--- config.mk ---
export PLATFORM = sky130hd
export DESIGN_NAME = duty_button_ctrl
export DESIGN_NICKNAME = d
export VERILOG_FILES = /design/src/rtl/duty_ctrl_pkg.sv /design/src/rtl/btn_debounce.sv /design/src/rtl/duty_button_ctrl.sv
export SDC_FILE = /design/constraint.sdc
export NUM_CORES = 1
export LEC_CHECK = 0
export ABC_AREA = 1
export BUFFER_PORTS_ARGS = -buffer_cell sky130_fd_sc_hd__buf_4
export CORE_MARGIN = 4
export CORE_UTILIZATION = 35
export CTS_BUF_LIST = sky130_fd_sc_hd__clkbuf_4
export CTS_CLUSTER_DIAMETER = 150
export DETAILED_ROUTE_END_ITERATION = 6
export SLEW_MARGIN = 30
export SYNTH_ARGS = -nofsm -noshare
export SYNTH_HDL_FRONTEND = slang
export SYNTH_HIERARCHICAL = 1
export SYNTH_SLANG_ARGS = --single-unit
export TNS_END_PERCENT = 30
--- constraint.sdc ---
create_clock -name clk -period 1.55 [get_ports clk]
set_input_delay 0.155 -clock clk [delete_from_list [all_inputs] [get_ports clk]]
set_output_delay 0.155 -clock clk [all_outputs]
set_load 0.005 [all_outputs]
--- src/rtl/duty_ctrl_pkg.sv ---
// Shared types and default timing constants for the duty-cycle button conditioner.
package duty_ctrl_pkg;

  typedef enum logic [1:0] {
    IDLE   = 2'd0,
    DELAY  = 2'd1,
    REPEAT = 2'd2,
    LOCK   = 2'd3
  } duty_state_e;

  typedef enum logic {
    DIR_INC = 1'b0,
    DIR_DEC = 1'b1
  } duty_dir_e;

  localparam int DEF_DEBOUNCE_CYCLES = 10;
  localparam int DEF_REPEAT_DELAY    = 50;
  localparam int DEF_REPEAT_PERIOD   = 20;
  localparam int DEF_CNT_W           = 16;

endpackage

--- src/rtl/btn_debounce.sv ---
// 2-FF synchronizer followed by a disagreement counter that flips the level
// only after DEBOUNCE_CYCLES consecutive cycles of a differing input.
module btn_debounce #(
  parameter int DEBOUNCE_CYCLES = 10,
  parameter int CNT_W           = 16
) (
  input  logic clk,
  input  logic rst_n,
  input  logic raw,
  output logic level
);

  logic             sync1_q, sync2_q;
  logic             level_q, level_d;
  logic [CNT_W-1:0] cnt_q, cnt_d;

  always_comb begin
    level_d = level_q;
    cnt_d   = '0;
    if (sync2_q != level_q) begin
      if (cnt_q == CNT_W'(DEBOUNCE_CYCLES)) begin
        level_d = ~level_q;
      end else begin
        cnt_d = cnt_q + 1'b1;
      end
    end
  end

  always_ff @(posedge clk or negedge rst_n) begin
    if (!rst_n) begin
      sync1_q <= 1'b0;
      sync2_q <= 1'b0;
      level_q <= 1'b0;
      cnt_q   <= '0;
    end else begin
      sync1_q <= raw;
      sync2_q <= sync1_q;
      level_q <= level_d;
      cnt_q   <= cnt_d;
    end
  end

  assign level = level_q;

endmodule

--- src/rtl/duty_button_ctrl.sv ---
// Debounces two buttons and turns them into single-cycle inc/dec strobes with
// auto-repeat; pressing both buttons locks out all strobes until both are released.
module duty_button_ctrl
  import duty_ctrl_pkg::*;
#(
  parameter int DEBOUNCE_CYCLES = DEF_DEBOUNCE_CYCLES,
  parameter int REPEAT_DELAY    = DEF_REPEAT_DELAY,
  parameter int REPEAT_PERIOD   = DEF_REPEAT_PERIOD,
  parameter int CNT_W           = DEF_CNT_W
) (
  input  logic       clk,
  input  logic       rst_n,
  input  logic       btn_inc_raw,
  input  logic       btn_dec_raw,
  output logic       inc_duty,
  output logic       dec_duty,
  output logic       btn_inc_db,
  output logic       btn_dec_db,
  output logic [1:0] state_o
);

  logic             inc_lvl, dec_lvl;
  logic             act_lvl, oth_lvl;
  duty_state_e      state_q, state_d;
  duty_dir_e        dir_q, dir_d;
  logic [CNT_W-1:0] timer_q, timer_d;
  logic [CNT_W-1:0] term_cnt;
  logic             inc_q, inc_d, dec_q, dec_d;

  btn_debounce #(.DEBOUNCE_CYCLES(DEBOUNCE_CYCLES), .CNT_W(CNT_W)) u_db_inc (
    .clk   (clk),
    .rst_n (rst_n),
    .raw   (btn_inc_raw),
    .level (inc_lvl)
  );

  btn_debounce #(.DEBOUNCE_CYCLES(DEBOUNCE_CYCLES), .CNT_W(CNT_W)) u_db_dec (
    .clk   (clk),
    .rst_n (rst_n),
    .raw   (btn_dec_raw),
    .level (dec_lvl)
  );

  assign act_lvl  = (dir_q == DIR_INC) ? inc_lvl : dec_lvl;
  assign oth_lvl  = (dir_q == DIR_INC) ? dec_lvl : inc_lvl;
  assign term_cnt = (state_q == DELAY) ? CNT_W'(REPEAT_DELAY - 1) : CNT_W'(REPEAT_PERIOD - 1);

  always_comb begin
    state_d = state_q;
    dir_d   = dir_q;
    timer_d = timer_q;
    inc_d   = 1'b0;
    dec_d   = 1'b0;
    case (state_q)
      IDLE: begin
        timer_d = '0;
        if (inc_lvl && dec_lvl) begin
          state_d = LOCK;
        end else if (inc_lvl) begin
          inc_d   = 1'b1;
          dir_d   = DIR_INC;
          state_d = DELAY;
        end else if (dec_lvl) begin
          dec_d   = 1'b1;
          dir_d   = DIR_DEC;
          state_d = DELAY;
        end
      end
      DELAY, REPEAT: begin
        // Lockout and release are checked before expiry so they suppress the strobe.
        if (oth_lvl) begin
          state_d = LOCK;
        end else if (!act_lvl) begin
          state_d = IDLE;
        end else if (timer_q == term_cnt) begin
          inc_d   = (dir_q == DIR_INC);
          dec_d   = (dir_q == DIR_DEC);
          timer_d = '0;
          state_d = REPEAT;
        end else begin
          timer_d = timer_q + 1'b1;
        end
      end
      LOCK: begin
        timer_d = '0;
        if (!inc_lvl && !dec_lvl) state_d = IDLE;
      end
      default: state_d = IDLE;
    endcase
  end

  always_ff @(posedge clk or negedge rst_n) begin
    if (!rst_n) begin
      state_q <= IDLE;
      dir_q   <= DIR_INC;
      timer_q <= '0;
      inc_q   <= 1'b0;
      dec_q   <= 1'b0;
    end else begin
      state_q <= state_d;
      dir_q   <= dir_d;
      timer_q <= timer_d;
      inc_q   <= inc_d;
      dec_q   <= dec_d;
    end
  end

  assign inc_duty   = inc_q;
  assign dec_duty   = dec_q;
  assign btn_inc_db = inc_lvl;
  assign btn_dec_db = dec_lvl;
  assign state_o    = state_q;

endmodule

==> impl_results.md <==
- Gr ovfl total: 0
- Crit path DAT: 1.70 ns
- Buffers on Ports: 9
- EDFF count, synth: 0
- Flip-flop and latch count after synthesis: 59
- # placed instances: ~600
- Worst setup EP type: flop
- Worst slack at placement: around 0.043 ns
- Status: complete, no violations
- Final ANT Viol Nets: 0
- Die ar.: 0.0121 mm2
- Clock skew: roughly 0.0078 ns
- Layout cell share with drive strength beyond 1: 0.181
- Post-Syn Nets: about 480
- Final setup TNS: 0 ns
- Worst path top cell family by delay: flip-flops
- CP Buf/Inv Count: 2
- Synthesized area per cell: 7.81 um2
- Mapped Cells: 466
- Top_reg_cell synth: dfrtp_1
- Leak pwr: ~0.0018 uW
- Min cycle time layout: 1.42 ns
- Max Clk Rate: 706 MHz
- Slew @ Worst Pin: 0.378 ns
- CORE AREA: 0.00995 mm2
- First-pass GRT wire length: 13400 um
- Die H: 110 um
- RSZ-0062 raised after global routing: no
- Clk_lat worst skew: 0.41 ns
- Synthesis-to-layout area growth: 13.0%
- Power Density: 912 mW/mm2
- Clock Sinks: 59
- Post-synthesis sequential area ratio: 0.406
- Fin cells: 631
- Residual DRC count: 0
- TritonCTS Buffers: 9
- Dpl hpwl: around 5700 um
- Slew HR: 0.748
- Post-layout util: 0.413
- Reg-to-Reg Start: state_o[0]
- Synthesized cell area: 0.00364 mm2
- Crit-path max FO: 12
- Largest net degree at the start of global routing: 36
- Min-Delay Path Class: in2async
- Final setup violation count: 0
- R2R depth: 6
- DRT iter0 DRCs: 184
- Min setup slack post-route: 0.133 ns
- Crit-path slowest cell: dfrtp_1
- FP Rows: 36
- Final Cycle Share: 0.914
- Count leader, synth: nand2_1
- DRT Pass-1 Iters: 4
- Slew Limit Fails: 0
- Startpoint types: flop
- Die Wd: 110 um
- Num ports: 10
- Critical Setup Path Class: reg2reg
- WL/cell: 11.9 um
- FFs w/ async S/R, synth: 1.00
- Synth area leaders: dfrtp_1, nand2_1, nor2_1
- Top post-synthesis cells by count: nand2_1, nor2_1, dfrtp_1
- Nets@finish: 510
- Worst path cell trace: inv_1 -> ha_4 -> nand3_4 -> buf_4 -> nand4_1 -> o21ai_0
- Initial antenna violation count: 0
- Synth warnings: 6
- R2R setup slack: roughly 0.13 ns
- R2r endpoint: timer_q[8]
- # Post-CTS Setup Buffers: 0
- Synth unique cells: 31
- Peak supply drop: 0.469 mV
- CTS root buf: clkbuf_4
- CTS tree: yes
- Vias per cell: approximately 4.8
- Share of the synthesized area in the top cell type: 0.406
- Final Wtd Congestion: about 0.81
- CTS Buffer Depth: 2
- Tot GR Track Use: 0.141
- Layout filler cell count: roughly 1k
- Slowest stage delay, CP: 0.39 ns
- Number of max-cap violations: 0
- Total length of routed wires: 7530 um
- Clock-pin slew on the worst setup and hold paths: 0.10 ns
- H-tree levels: 3
- Initial Util: 0.365
- Via Count: 3021
- Fin Hold WS: around 0.19 ns
- WP data required: between 1.5 and 2 ns
- # diodes: 0
- Vias in the first global route: roughly 3k
- Largest area contributor in the netlist: dfrtp_1
- Final hold viol count: 0
power breakdown:
| group | total (uW) | internal [uW] | leakage (uW) | switching [uW] |
|---|---|---|---|---|
| logic | 1040 | 399 | 0.000953 | 637 |
| clock network | 1040 | 470 | 0.0000682 | 567 |
| registers | 1670 | 1610 | 0.000805 | 67.6 |
| total | 3750 | 2480 | 0.00183 | 1270 |
final cells by class:
cell class / count / area [um2] / share of cell area
sequential: 59 / 1480 / 0.360
clock inverter: 7 / 58.8 / 0.0143
timing repair buffer: 21 / 178 / 0.0432
inverter: 61 / 229 / 0.0557
tap: 133 / 166 / 0.0405
clock buffer: 9 / 67.6 / 0.0164
multi-input combinational: 341 / 1930 / 0.470
layer usage:
metal | wire length (um) | GRT usage | vias up
li1 | - | - | 1550
met1 | 3360 | 0.165 | 1419
met3 | 245 | 0.0382 | 10
met2 | 3810 | 0.248 | 42
met4 | 111 | 0.0427 | 0
met5 | 0 | 0 | -
worst max-delay path by stage:
| stage | from | endpoint | slack [ns] | cells past startpoint |
|---|---|---|---|---|
| final | state_o[0] | timer_q[8] | 0.13 | 6 |
| after CTS | state_o[0] | timer_q[8] | 0.02 | 6 |
| after global routing | state_o[0] | timer_q[8] | 0.007 | 6 |
| after detailed placement | state_o[0] | state_o[1] | 0.04 | 6 |
| after global placement | state_o[0] | state_o[1] | 0.11 | 6 |
| after floorplan | state_o[0] | state_o[0] | 0.1 | 6 |
logic make-up after synthesis:
| logic type | Yosys count | share of synthesized area |
|---|---|---|
| DFF | 59 | 0.406 |
| xor gates and xnor gates | 18 | 0.0433 |
| and+or+nand+nor | 275 | 0.375 |
| adders and majority gates | 13 | 0.0447 |
| buffers and inverters | 66 | 0.0702 |
| AOI/OAI and AO/OA | 35 | 0.0612 |
cell usage in the layout (no fill, tap or decap), drive strengths merged, types with 2 or more instances in the layout:
cell type | netlist | layout
buf | 4 | 18
clkbuf | 1 | 9
dlygate4sd3 | 0 | 3
xor2 | 13 | 13
inv | 61 | 61
nand4 | 27 | 27
clkinv | 0 | 5
dfrtp | 59 | 59
nor3 | 3 | 3
a21oi | 10 | 10
xnor2 | 5 | 5
o21ai | 18 | 18
nor2 | 86 | 86
o22ai | 3 | 3
o21bai | 2 | 2
nand3 | 38 | 38
ha | 13 | 13
nand2 | 121 | 121
sequential cells by signal, summed over array words and instances (netlist names):
name	flops
u_db_inc/level	1
u_db_dec/level	1
dec_duty	1
u_db_inc/sync2_q	1
u_db_dec/sync2_q	1
u_db_inc/cnt_q	16
dir_q	1
inc_duty	1
state_o	2
u_db_inc/sync1_q	1
timer_q	16
u_db_dec/sync1_q	1
u_db_dec/cnt_q	16
through the flow:
stage	instance area, um2	power [uW]
3_3_place_gp	3930	2650
6_report	4110	3750
4_1_cts	4080	3770
2_1_floorplan	3640	2340
3_5_place_dp	3930	2690
5_1_grt	4110	3990
what timing repair did:
item,in CTS,in global routing
endpoints found under the hold margin,61,0
endpoints found under the setup margin,0,15
hold buffers,3,0
gates resized for setup,0,7
No activity file was read; power rests on OpenSTA's default activity.
